## src/rtl/jpeg_block_sched.sv

```systemverilog
// Block-order pixel scheduler: walks a frame in 8x8 blocks, reads each pixel from
// memory and forwards it, tagged with its block position, to the JPEG encoder.
//
// state    | meaning
// ---------+-----------------------------------------------------------
// IDLE     | waiting for start; config is latched when start arrives
// FETCH    | issuing reads and draining the 2-entry buffer to the encoder
// WAIT_END | all pixels written; waiting for enc_end, or timing out
module jpeg_block_sched #(
  parameter int TIMEOUT = 4096
) (
  input  logic        clk,
  input  logic        rst,
  input  logic        start,
  input  logic [31:0] cfg_base,
  input  logic [15:0] cfg_stride,
  input  logic [7:0]  cfg_blk_w,
  input  logic [7:0]  cfg_blk_h,
  output logic        busy,
  output logic        done,
  output logic        err,
  output logic        mem_req,
  output logic [31:0] mem_addr,
  input  logic        mem_gnt,
  input  logic        mem_rvalid,
  input  logic [31:0] mem_rdata,
  output logic        enc_req,
  output logic [9:0]  enc_add,
  output logic [31:0] enc_wdata,
  input  logic        enc_gnt,
  input  logic        enc_end
);

  localparam int TW = $clog2(TIMEOUT + 1);

  typedef enum logic [1:0] {
    IDLE     = 2'd0,
    FETCH    = 2'd1,
    WAIT_END = 2'd2
  } state_t;

  state_t      state_q, state_d;

  logic [31:0] base_q;
  logic [15:0] stride_q;
  logic [7:0]  blk_w_q, blk_h_q;

  logic [2:0]  col_q, row_q;
  logic [7:0]  bx_q, by_q;
  logic        issue_done_q;
  logic [TW-1:0] wait_cnt_q;
  logic        done_q, err_q;
  logic        done_d, err_d;

  // Sideband layout: {final pixel, last block, row, col}
  logic [7:0]  out_sb [2];
  logic        out_wr_q, out_rd_q;
  logic [1:0]  out_cnt_q;

  logic [31:0] buf_data [2];
  logic [7:0]  buf_sb [2];
  logic        buf_wr_q, buf_rd_q;
  logic [1:0]  buf_cnt_q;

  logic        cfg_bad;
  logic        start_ok;
  logic        issue, push, pop;
  logic        last_blk;
  logic        last_pix;
  logic        timeout_hit;
  logic [7:0]  issue_sb;
  logic [7:0]  head_sb;
  logic [31:0] line_off, pix_off, addr_c;
  logic [2:0]  inflight;

  assign cfg_bad     = (cfg_blk_w == 8'd0) || (cfg_blk_h == 8'd0);
  assign start_ok    = (state_q == IDLE) && start;
  assign last_blk    = (bx_q == blk_w_q - 8'd1) && (by_q == blk_h_q - 8'd1);
  assign last_pix    = last_blk && (row_q == 3'd7) && (col_q == 3'd7);
  assign issue_sb    = {last_pix, last_blk, row_q, col_q};
  assign head_sb     = buf_sb[buf_rd_q];
  assign timeout_hit = (wait_cnt_q == TW'(TIMEOUT - 1));
  assign inflight    = {1'b0, out_cnt_q} + {1'b0, buf_cnt_q};

  assign line_off = 32'({by_q, row_q}) * 32'(stride_q);
  assign pix_off  = 32'({bx_q, col_q, 2'b00});
  assign addr_c   = base_q + line_off + pix_off;

  assign issue = mem_req && mem_gnt;
  // A return with nothing outstanding is a leftover from before a reset.
  assign push  = mem_rvalid && (out_cnt_q != 2'd0);
  assign pop   = enc_req && enc_gnt;

  always_ff @(posedge clk) begin
    if (rst) begin
      state_q <= IDLE;
      done_q  <= 1'b0;
      err_q   <= 1'b0;
    end else begin
      state_q <= state_d;
      done_q  <= done_d;
      err_q   <= err_d;
    end
  end

  always_comb begin
    state_d = state_q;
    case (state_q)
      IDLE:     if (start && !cfg_bad) state_d = FETCH;
      FETCH:    if (pop && head_sb[7]) state_d = WAIT_END;
      WAIT_END: if (enc_end || timeout_hit) state_d = IDLE;
      default:  state_d = IDLE;
    endcase
  end

  always_comb begin
    busy      = (state_q != IDLE);
    mem_req   = (state_q == FETCH) && !issue_done_q && (inflight < 3'd2);
    enc_req   = (buf_cnt_q != 2'd0);
    mem_addr  = mem_req ? addr_c : 32'd0;
    enc_add   = enc_req ? {1'b0, head_sb[6], head_sb[5:0], 2'b00} : 10'd0;
    enc_wdata = enc_req ? buf_data[buf_rd_q] : 32'd0;
    done_d    = (state_q == WAIT_END) && enc_end;
    err_d     = (start_ok && cfg_bad) ||
                ((state_q == WAIT_END) && !enc_end && timeout_hit);
    done      = done_q;
    err       = err_q;
  end

  always_ff @(posedge clk) begin
    if (rst) begin
      base_q       <= 32'd0;
      stride_q     <= 16'd0;
      blk_w_q      <= 8'd0;
      blk_h_q      <= 8'd0;
      col_q        <= 3'd0;
      row_q        <= 3'd0;
      bx_q         <= 8'd0;
      by_q         <= 8'd0;
      issue_done_q <= 1'b0;
      wait_cnt_q   <= '0;
    end else begin
      if (start_ok) begin
        base_q       <= cfg_base;
        stride_q     <= cfg_stride;
        blk_w_q      <= cfg_blk_w;
        blk_h_q      <= cfg_blk_h;
        col_q        <= 3'd0;
        row_q        <= 3'd0;
        bx_q         <= 8'd0;
        by_q         <= 8'd0;
        issue_done_q <= 1'b0;
      end else if (issue) begin
        if (col_q != 3'd7) begin
          col_q <= col_q + 3'd1;
        end else begin
          col_q <= 3'd0;
          if (row_q != 3'd7) begin
            row_q <= row_q + 3'd1;
          end else begin
            row_q <= 3'd0;
            if (bx_q != blk_w_q - 8'd1) begin
              bx_q <= bx_q + 8'd1;
            end else begin
              bx_q <= 8'd0;
              if (by_q != blk_h_q - 8'd1) by_q <= by_q + 8'd1;
              else issue_done_q <= 1'b1;
            end
          end
        end
      end

      if (state_q == WAIT_END) wait_cnt_q <= wait_cnt_q + TW'(1);
      else wait_cnt_q <= '0;
    end
  end

  // Outstanding-read tags: returns are in order, so tags pair up FIFO-wise.
  always_ff @(posedge clk) begin
    if (rst) begin
      out_sb[0] <= 8'd0;
      out_sb[1] <= 8'd0;
      out_wr_q  <= 1'b0;
      out_rd_q  <= 1'b0;
      out_cnt_q <= 2'd0;
    end else begin
      if (issue) begin
        out_sb[out_wr_q] <= issue_sb;
        out_wr_q         <= ~out_wr_q;
      end
      if (push) out_rd_q <= ~out_rd_q;
      out_cnt_q <= out_cnt_q + 2'(issue) - 2'(push);
    end
  end

  always_ff @(posedge clk) begin
    if (rst) begin
      buf_data[0] <= 32'd0;
      buf_data[1] <= 32'd0;
      buf_sb[0]   <= 8'd0;
      buf_sb[1]   <= 8'd0;
      buf_wr_q    <= 1'b0;
      buf_rd_q    <= 1'b0;
      buf_cnt_q   <= 2'd0;
    end else begin
      if (push) begin
        buf_data[buf_wr_q] <= mem_rdata;
        buf_sb[buf_wr_q]   <= out_sb[out_rd_q];
        buf_wr_q           <= ~buf_wr_q;
      end
      if (pop) buf_rd_q <= ~buf_rd_q;
      buf_cnt_q <= buf_cnt_q + 2'(push) - 2'(pop);
    end
  end

endmodule

```

## config.mk

```make
export PLATFORM = sky130hd
export DESIGN_NAME = jpeg_block_sched
export DESIGN_NICKNAME = d
export VERILOG_FILES = /design/src/rtl/jpeg_block_sched.sv
export SDC_FILE = /design/constraint.sdc
export NUM_CORES = 1
export LEC_CHECK = 0
export CORE_AREA = 2 2 195 197
export DETAILED_ROUTE_END_ITERATION = 12
export DIE_AREA = 0 0 197 199
export PLACE_DENSITY_LB_ADDON = 0.15
export RECOVER_POWER = 50
export SETUP_SLACK_MARGIN = 0.5
export SYNTH_ARGS = -nofsm -noshare
export SYNTH_HDL_FRONTEND = slang
export SYNTH_SLANG_ARGS = --single-unit
export TNS_END_PERCENT = 10
```

## constraint.sdc

```tcl
create_clock -name clk -period 8.81 [get_ports clk]
set_input_delay 1.762 -clock clk [delete_from_list [all_inputs] [get_ports clk]]
set_output_delay 1.762 -clock clk [all_outputs]
set_load 0.03 [all_outputs]
```

* Yosys cells after proc, flatten, opt, wreduce, memory -nomap -nowiden
Memories as Yosys holds them, arrays and structs flattened. A register that Yosys moved wholly into a read port is not among the register bits.
Cells that the tools add are included.
** Storage, ports and cells
- Bits in registers :: 112
- Bits in latches :: 0
- RAM bits :: 96
- Bits in read-only memories :: 0
- Input bits :: 103
- Output and inout port bits :: 79
- Word-level logic and storage cells :: 131
- Memories kept :: 3
** Memory list
- buf_data :: words 2, width 32, read ports 1, clocked after memory_dff 1, write ports 2, RTL line 60 : logic [31:0] buf_data [2];
- buf_sb :: words 2, width 8, read ports 1, clocked after memory_dff 1, write ports 2, RTL line 61 : logic [7:0] buf_sb [2];
- out_sb :: words 2, width 8, read ports 1, clocked after memory_dff 1, write ports 2, RTL line 56 : logic [7:0] out_sb [2];
** Cells by class
- Add/subtract/negate cells :: 14
- Multipliers :: 1
- Divide/modulo/power cells :: 0
- Order comparisons :: 1
- Eq/ne operators :: 14
- Shift operators :: 0
- Mux-type cells :: 33
- Bitwise operators :: 9
- Reduce and logical (&&, ||, !) cells :: 37
** Operators with widths (count)
- 32-bit two-way mux :: 3
- 32-bit by 13-bit adder with 32-bit output :: 1
- 32-bit by 27-bit adder with 32-bit output :: 1
- 32-bit OR reduction :: 1
- 11-bit by 16-bit multiplier with 27-bit output :: 1
- 8-bit two-way mux :: 3
- 1-bit two-way mux :: 20
- 8-bit by 1-bit adder with 8-bit output, second input constant :: 2
- 8-bit == test :: 2
- 8-bit zero test :: 2
- 8-bit inequality test :: 2
- 8-bit OR reduction :: 2
- 8-bit by 1-bit subtractor with 8-bit output, second input constant :: 2
- 1-bit logical AND :: 15
- 13-bit by 1-bit adder with 13-bit output, second input constant :: 1
- 13-bit by 12-bit == test with 1-bit output, second input constant :: 1
- 5-bit AND reduction :: 2
- 9-bit two-way mux :: 1
- 1-bit inverter :: 9
- 3-bit by 1-bit adder with 3-bit output, second input constant :: 2
- 3-bit == test, second input constant :: 2
- 2-bit two-way mux :: 3
- 3-bit two-way mux :: 2
- 3-bit inequality test, second input constant :: 2
- other kinds (16) :: 27

* Depth between registers and ports, before layout
Gate-level depths: netlist of the first run.
- Word-level depth :: 9
- Gate-level depth with buffers :: 22

* Worst setup path before layout of the first run
OpenSTA, ideal clock, no wires.
- Path kind :: register to output
- From :: register by_q[2]
- To :: output port mem_addr[31]
- Arrival :: 5.929 ns
- Data required time :: 7.048 ns
- Path slack :: 1.119 ns
- Cell stages (with the launch flop) :: 21
- Buffers on the path :: 3
- Cell sequence :: dfxtp_1 -> buf_2 -> clkbuf_1 -> nand2_1 -> fa_1 -> inv_1 -> fa_1 -> fa_1 -> fa_1 -> inv_1 -> fa_1 -> inv_1 -> ha_1 -> clkbuf_1 -> a211oi_1 -> o21a_1 -> a21boi_1 -> o21a_1 -> nand2_1 -> or4_1 -> a31oi_1
** On the way
- Word-level cells in the longest chain between the ends :: 4
** Ends and longest elaborated chain
- start: declaration :: RTL line 49 : logic [7:0] bx_q, by_q;
- start signal: assignment :: RTL line 166 : if (by_q != blk_h_q - 8'd1) by_q <= by_q + 8'd1;
- 11-bit by 16-bit multiplier with 27-bit output :: RTL line 85 : assign line_off = 32'({by_q, row_q}) * 32'(stride_q);
- 32-bit by 27-bit adder with 32-bit output :: RTL line 87 : assign addr_c = base_q + line_off + pix_off;
- 32-bit by 13-bit adder with 32-bit output :: RTL line 87
- 32-bit two-way mux :: RTL line 120 : mem_addr = mem_req ? addr_c : 32'd0;
- end: declaration :: RTL line 23 : output logic [31:0] mem_addr,
No other way between the ends.

* Worst setup path in the final report of the first run
- From :: register by_q[4]
- To :: output port mem_addr[17]
Same word-level chain as after synthesis.

==> results of run 1 <==
==> flip-flops by register name, indices dropped and copies added, names as in the netlist, 3 cells and up, named ones only <==
signal	cells
col_q	3
blk_h_q	8
blk_w_q	8
wait_cnt_q	13
stride_q	16
bx_q	8
buf_sb	16
base_q	32
out_sb	16
buf_data	64
row_q	3
by_q	8
==> power breakdown <==
part | leakage [nW] | switching, mW | internal [mW]
combinational | 6.18 | 0.512 | 0.321
clock | 0.409 | 0.423 | 0.618
sequential | 1.94 | 0.0644 | 1.11
==> logic make-up (layout without fill, tap and decap cells) <==
logic type / count (synthesis) / count (layout) / share of synthesized area
XOR/XNOR: 58 / 58 / 0.0313
AO/OA/AOI/OAI: 186 / 186 / 0.0677
adder cells (fa/ha/maj): 247 / 247 / 0.263
AND/OR/NAND/NOR: 694 / 694 / 0.205
flip-flops: 210 / 210 / 0.314
multiplexers: 55 / 55 / 0.0334
other: 1 / 3 / 0.000228
buffers and inverters: 370 / 520 / 0.0862
==> placed cells by master (no fill, tap or decap), drive strengths merged, types with 4 or more instances in the layout <==
cell,netlist,routed
ha,82,82
xnor2,30,30
edfxtp,96,96
xor2,28,28
nand3,19,19
a21o,8,8
dlygate4sd3,0,4
o21bai,5,5
nand2,268,268
a21oi,100,100
nand2b,6,6
nor2,142,142
a211oi,7,7
buf,18,19
nor4b,4,4
clkinv,1,8
and3,43,43
nor3,23,23
clkbuf,80,41
fa,165,165
or4,4,4
and2,125,125
inv,271,273
nor3b,7,7
a21boi,4,4
mux2i,55,55
dfxtp,114,114
clkdlybuf4s50,0,167
nor4,9,9
a31oi,5,5
nand4,13,13
o21a,7,7
dlygate4sd2,0,4
nor2b,5,5
or3,13,13
o21ai,29,29
==> what timing repair did <==
item | CTS | global route
pin swaps | 0 | 0
setup endpoints to repair | 17 | 17
gates resized for setup | 24 | 8
==> final timing paths <==
check | from | end | slack, ps | cells past startpoint
max reg2reg | state_q[1]$_SDFFE_PP0P_ | by_q[0]$_SDFFE_PP0P_ | 3800 | 6
min reg2reg | wait_cnt_q[0]$_SDFF_PP0_ | wait_cnt_q[0]$_SDFF_PP0_ | 450 | 1
max | by_q[4]$_SDFFE_PP0P_ | mem_addr[17] | 370 | 20
min | wait_cnt_q[0]$_SDFF_PP0_ | wait_cnt_q[0]$_SDFF_PP0_ | 450 | 1
==> layout make-up <==
cell class,instances,area (µm²)
Inverter,272,1020
Fill cell,3491,17600
Sequential cell,210,5200
Timing Repair Buffer,202,1940
Multi-Input combinational cell,1243,9920
Clock buffer,35,703
Tap cell,474,593
Clock inverter,11,121
==> stage by stage <==
stage	cell area [µm²]	hold slack, ps	total power, mW	std cells
global placement	18700	430	2.04	2401
detailed placement	18700	438	2.05	2401
floorplan	16500	418	1.72	1823
global route	19500	465	3.21	2447
CTS	19500	447	3.10	2447
finish	19500	446	3.05	2447
==> layer usage <==
metal | up-vias | track usage | part of all wire
li1 | 6059 | - | -
met1 | 6011 | 0.258 | 0.42
met2 | 229 | 0.392 | 0.51
met3 | 53 | 0.0264 | 0.038
met4 | 0 | 0.0699 | 0.032
met5 | - | 0 | 0
==> run_results.csv, run 1 <==
group,metric,value,unit
finish,drive_above_1_share,0.0532,
route,route.antenna.remaining_nets,0,
clock_tree,clkLatencyLatePin,550,ps
yosys,ys.warnings.count,0,
clock_tree,cts_hold_buf,0,
worst_setup_path,critical_path_buf_inv_count,7,
outcome,failed_checks,"capacitance limit, slew limit",
clock_tree,path_clk_slew,70,ps
clock_tree,cts.sinks,210,
floorplanning,die_w,197,µm
floorplanning,start_util,0.443,
yosys,synth_edf_count,96,
timing,worst_slack,366,ps
yosys,synth_common_cells,"271 x inv_1, 267 x nand2_1, 165 x fa_1, 141 x nor2_1, 125 x and2_1",
global_route,grt_max_degree,67,
clock_tree,cts-htree-levels,1,
route,vias,12400,
floorplanning,ioPinCount,182,
power_and_ir_drop,power.density,157,nW/µm²
timing,rsz0062_at_grt,"yes",
timing,finalMaxSlewViolations,226,
timing,period_share,0.958,
yosys,avgSynthCellArea,9.04,µm²
finish,final_nets,2304,
timing,timing.slew.headroom,-1.28,
floorplanning,die_area,39200,µm²
global_route,grt_usage,0.213,
yosys,syn_area,16500,µm²
timing,hold_viol,0,
floorplanning,rows,71,
clock_tree,ctsLongestPathBuffers,3,
clock_tree,cts_made_buffers,25,
worst_setup_path,cp_slowest_stage_delay,750,ps
floorplanning,fp.coreArea,37100,µm²
route,firstDrtPassIters,5,
clock_tree,root_buffer,"clkbuf_16",
yosys,synth-seq-area-share,0.314,
finish,syn2layout_area_growth,18.4,%
route,wl_per_cell,16.3,µm
placed_design,preCtsSetupSlack,398,ps
floorplanning,dieHeight,199,µm
yosys,ys_types,69,
power_and_ir_drop,p_leak,8.52,nW
yosys,synth.top_cell.area_share,0.201,
yosys,netlist_instances,1821,
timing,setup-tns-final,0,ps
global_route,grt_pass1_vias,12900,
hold_path,min_path_type,"reg2reg",
placed_design,io_buffer_count,178,
worst_setup_path,cp_top_family,"adder cells",
worst_setup_path,endpoint_kind,"primary output",
worst_setup_path,crit_type,"reg2out",
job,cap_violations,4,
timing,worst_clock_skew,15.0,ps
power_and_ir_drop,vdd_drop_max,118,µV
worst_setup_path,crit_chain,"buf_4 -> and2_1 -> fa_1 -> inv_1 -> fa_1 -> inv_1 -> fa_1 -> fa_1 -> inv_1 -> fa_1 -> inv_1 -> ha_1 -> a21o_1 -> a221o_1 -> inv_1 -> a21oi_1 -> o211a_1 -> o21a_1 -> nor3_1 -> clkdlybuf4s50_1",
yosys,yosysMostFrequentCell,"inv_1",
route,drc,0,
route,dr.first_iter.drc_count,465,
worst_setup_path,cp-start-kind,"flop",
worst_setup_path,cp.required,7050,ps
route,vias_per_cell,5.05,
yosys,synth-seq-cells,210,
global_route,grt_pass1_wl,66300,µm
placed_design,place_congestion,0.845,
worst_setup_path,crit_fanout,12,
timing,max_freq,118,MHz
timing,post-route-min-period,8440,ps
worst_setup_path,critPathArrivalTime,6680,ps
route,postRouteWirelength,40000,µm
global_route,grt_overflow_total,0,
placed_design,hpwlAfterDp,30000,µm
clock_tree,cts_tree,"done",
clock_tree,post_cts_buffers,0,
yosys,async_flop_share,0,
outcome,outcome,"finished, violations left",
finish,fin_util,0.525,
yosys,yosysTopAreaCell,"fa_1",
finish,antenna_cells,0,
yosys,synth.area.top_cells,"fa_1 20%, edfxtp_1 18%, dfxtp_1 14%",
timing,worst_slew_pin_slew,3420,ps
yosys,synth_flop_cell,"dfxtp_1",
global_route,antenna_found_initial,0,
timing,setup_viol,0,
worst_setup_path,crit_slowest_cell,"clkdlybuf4s50_1",
No activity file was read; power rests on OpenSTA's default activity.
==> run 2, diff against run 1 <==
--- a/config.mk
+++ b/config.mk
@@ -5,9 +5,11 @@
 export SDC_FILE = /design/constraint.sdc
 export NUM_CORES = 1
 export LEC_CHECK = 0
+export ABC_AREA = 1
 export CORE_AREA = 2 2 195 197
 export DETAILED_ROUTE_END_ITERATION = 12
 export DIE_AREA = 0 0 197 199
+export MAX_ROUTING_LAYER = met4
 export PLACE_DENSITY_LB_ADDON = 0.15
 export RECOVER_POWER = 50
 export SETUP_SLACK_MARGIN = 0.5
==> run_results.csv, run 2 <==
group,metric,value,unit
finish,antenna_cells,0,
yosys,ys.warnings.count,0,
timing,timing.slew.headroom,-1.07,
yosys,synth-seq-area-share,0.312,
route,dr.first_iter.drc_count,699,
route,postRouteWirelength,43200,µm
finish,ff_latch_area,5190,µm²
timing,worst_slew_pin_slew,3110,ps
timing,rsz0062_at_grt,"yes",
floorplanning,dieHeight,199,µm
finish,multi_input_area,9370,µm²
floorplanning,die_w,197,µm
clock_tree,cts_made_buffers,25,
yosys,netlist_instances,2111,
placed_design,place_congestion,0.939,
yosys,yosysMostFrequentCell,"inv_1",
finish,top_register,"buf_data",
global_route,grt_overflow_total,0,
clock_tree,ctsLongestPathBuffers,3,
timing,setup-tns-final,0,ps
timing,hold_viol,0,
yosys,synth-seq-cells,210,
power_and_ir_drop,vdd_drop_max,146,µV
worst_setup_path,regToRegSetupSlack,3290,ps
route,vias_per_cell,4.93,
floorplanning,rows,71,
global_route,antenna_found_initial,0,
yosys,yosysTopAreaCell,"fa_1",
floorplanning,die_area,39200,µm²
yosys,syn_area,16600,µm²
outcome,outcome,"finished, violations left",
worst_setup_path,cp.required,7050,ps
clock_tree,cts_tree,"done",
worst_setup_path,crit_chain,"nand2_1 -> fa_1 -> fa_1 -> fa_1 -> inv_1 -> fa_1 -> inv_1 -> fa_1 -> inv_1 -> ha_1 -> nand2_1 -> nor3_1 -> a21oi_1 -> o21ai_0 -> nand3_1 -> nand3_1 -> o21ai_0 -> nor2_1 -> clkdlybuf4s50_1",
floorplanning,start_util,0.446,
worst_setup_path,crit_fanout,12,
timing,worst_clock_skew,13.7,ps
worst_setup_path,cp_slowest_stage_delay,680,ps
placed_design,hpwlAfterDp,32900,µm
timing,finalMaxSlewViolations,269,
worst_setup_path,critPathArrivalTime,6470,ps
finish,syn2layout_area_growth,18.3,%
route,firstDrtPassIters,5,
finish,final_nets,2599,
route,drc,0,
timing,setup_viol,0,
finish,largest_registers,"buf_data x64, base_q x32",
finish,fin_util,0.528,
worst_setup_path,cp-start-kind,"flop",
placed_design,io_buffer_count,178,
yosys,async_flop_share,0,
yosys,synth_flop_cell,"dfxtp_1",
finish,layout_common_cells,"440 x inv_1, 424 x nand2_1, 271 x nor2_1",
finish,n_fill_cell,3654,
yosys,avgSynthCellArea,7.85,µm²
global_route,grt_pass1_wl,71300,µm
global_route,grt_pass1_vias,14000,
yosys,ys_types,45,
worst_setup_path,endpoint_kind,"primary output",
timing,post-route-min-period,8230,ps
worst_setup_path,critical_path.most_common_cell,"fa_1",
yosys,synth.area.top_cells,"fa_1 20%, edfxtp_1 17%, dfxtp_1 14%",
route,wl_per_cell,15.8,µm
job,cap_violations,5,
route,vias,13500,
power_and_ir_drop,power.density,194,nW/µm²
yosys,synth_common_cells,"439 x inv_1, 423 x nand2_1, 270 x nor2_1, 165 x fa_1, 138 x a21oi_1",
clock_tree,post_cts_buffers,0,
clock_tree,cts-htree-levels,1,
floorplanning,ioPinCount,182,
floorplanning,fp.coreArea,37100,µm²
worst_setup_path,crit_type,"reg2out",
clock_tree,clkLatencyLatePin,560,ps
clock_tree,cts.sinks,210,
finish,drive_above_1_share,0.0463,
timing,period_share,0.934,
worst_setup_path,crit_slowest_cell,"clkdlybuf4s50_1",
yosys,synth.top_cell.area_share,0.199,
timing,max_freq,122,MHz
finish,largest_reg_flops,64,
global_route,grt_max_degree,78,
route,route.antenna.remaining_nets,0,
power_and_ir_drop,p_leak,9.43,nW
yosys,synth_edf_count,96,
outcome,failed_checks,"capacitance limit, slew limit",
clock_tree,path_clk_slew,60,ps
power_and_ir_drop,power,3.81,mW
clock_tree,root_buffer,"clkbuf_16",
finish,layout_commonest_cell,"inv_1",
global_route,grt_usage,0.237,
hold_path,min_path_type,"reg2reg",
run 2: cell types whose count changed in the layout (fill, tap and decap cells not counted), sizes merged, moves of 39 or more:
cell / previous run / this run
inv: 273 / 451
nand2: 268 / 429
nor2: 142 / 287
and2: 125 / 0
o21ai: 29 / 115
mux2i: 55 / 8
and3: 43 / 1
nand3: 19 / 58
run 2: critical path: cells and delay by family (launching register included):
kind | cells | cell delay (ps)
AOI/OAI and AO/OA | 3 | 570
adders and majority gates | 6 | 2890
buffers and inverters | 4 | 840
and+or+nand+nor | 6 | 950
DFF | 1 | 660
run 2: routing by layer:
metal | wire length [µm] | up-vias | GRT usage | share of wire
met4 | 1730 | 0 | 0.0883 | 0.040
met1 | 18700 | 6434 | 0.292 | 0.43
met3 | 1750 | 87 | 0.0287 | 0.041
li1 | - | 6705 | - | -
met5 | 0 | - | - | 0
met2 | 21100 | 303 | 0.403 | 0.49
run 2: final timing paths:
kind	from	to	cells after the start
setup reg to reg	state_q[0]$_SDFFE_PP0P_	base_q[31]$_SDFFE_PP0P_	8
setup / recovery	stride_q[1]$_SDFFE_PP0P_	mem_addr[30]	19
hold reg to reg	wait_cnt_q[0]$_SDFF_PP0_	wait_cnt_q[0]$_SDFF_PP0_	1
hold / removal	wait_cnt_q[0]$_SDFF_PP0_	wait_cnt_q[0]$_SDFF_PP0_	1
run 2: what timing repair did:
action	4_1_cts	5_1_grt
cloned	0	0
setup endpoints to repair	15	18
resized for setup	13	4
hold buffers	0	0
pin swaps	0	0
run 2: layout make-up:
| cell class | count | area share |
|---|---|---|
| multi-input cells | 1365 | 0.478 |
| flip-flops and latches | 210 | 0.264 |
| repair buffers | 195 | 0.0965 |
| inverters | 452 | 0.0865 |
| clock buffers | 30 | 0.0334 |
| well taps | 474 | 0.0302 |
| clock inverters | 16 | 0.0114 |
run 2: where the power goes:
group | total (mW) | switching (mW) | leakage [nW] | internal [mW]
Sequential | 1.32 | 0.146 | 1.94 | 1.17
Clock | 1.12 | 0.437 | 0.427 | 0.679
Combinational | 1.37 | 0.903 | 7.06 | 0.472
Total | 3.81 | 1.49 | 9.43 | 2.32
run 2: stage by stage:
stage	cell area (µm²)	std cells	hold WS (ps)	setup slack [ps]
finish	19600	2742	450	580
global route	19600	2742	477	217
CTS	19600	2742	454	491
detailed placement	18700	2696	440	852
global placement	18700	2696	430	937
floorplan	16600	2113	418	1710
run 2: logic make-up after synthesis:
group,synth area share
xor gates and xnor gates,0.00898
DFF,0.312
muxes,0.00483
and+or+nand+nor,0.206
buffers and inverters,0.123
other,0.000226
adders and majority gates,0.261
AOI/OAI and AO/OA,0.0842
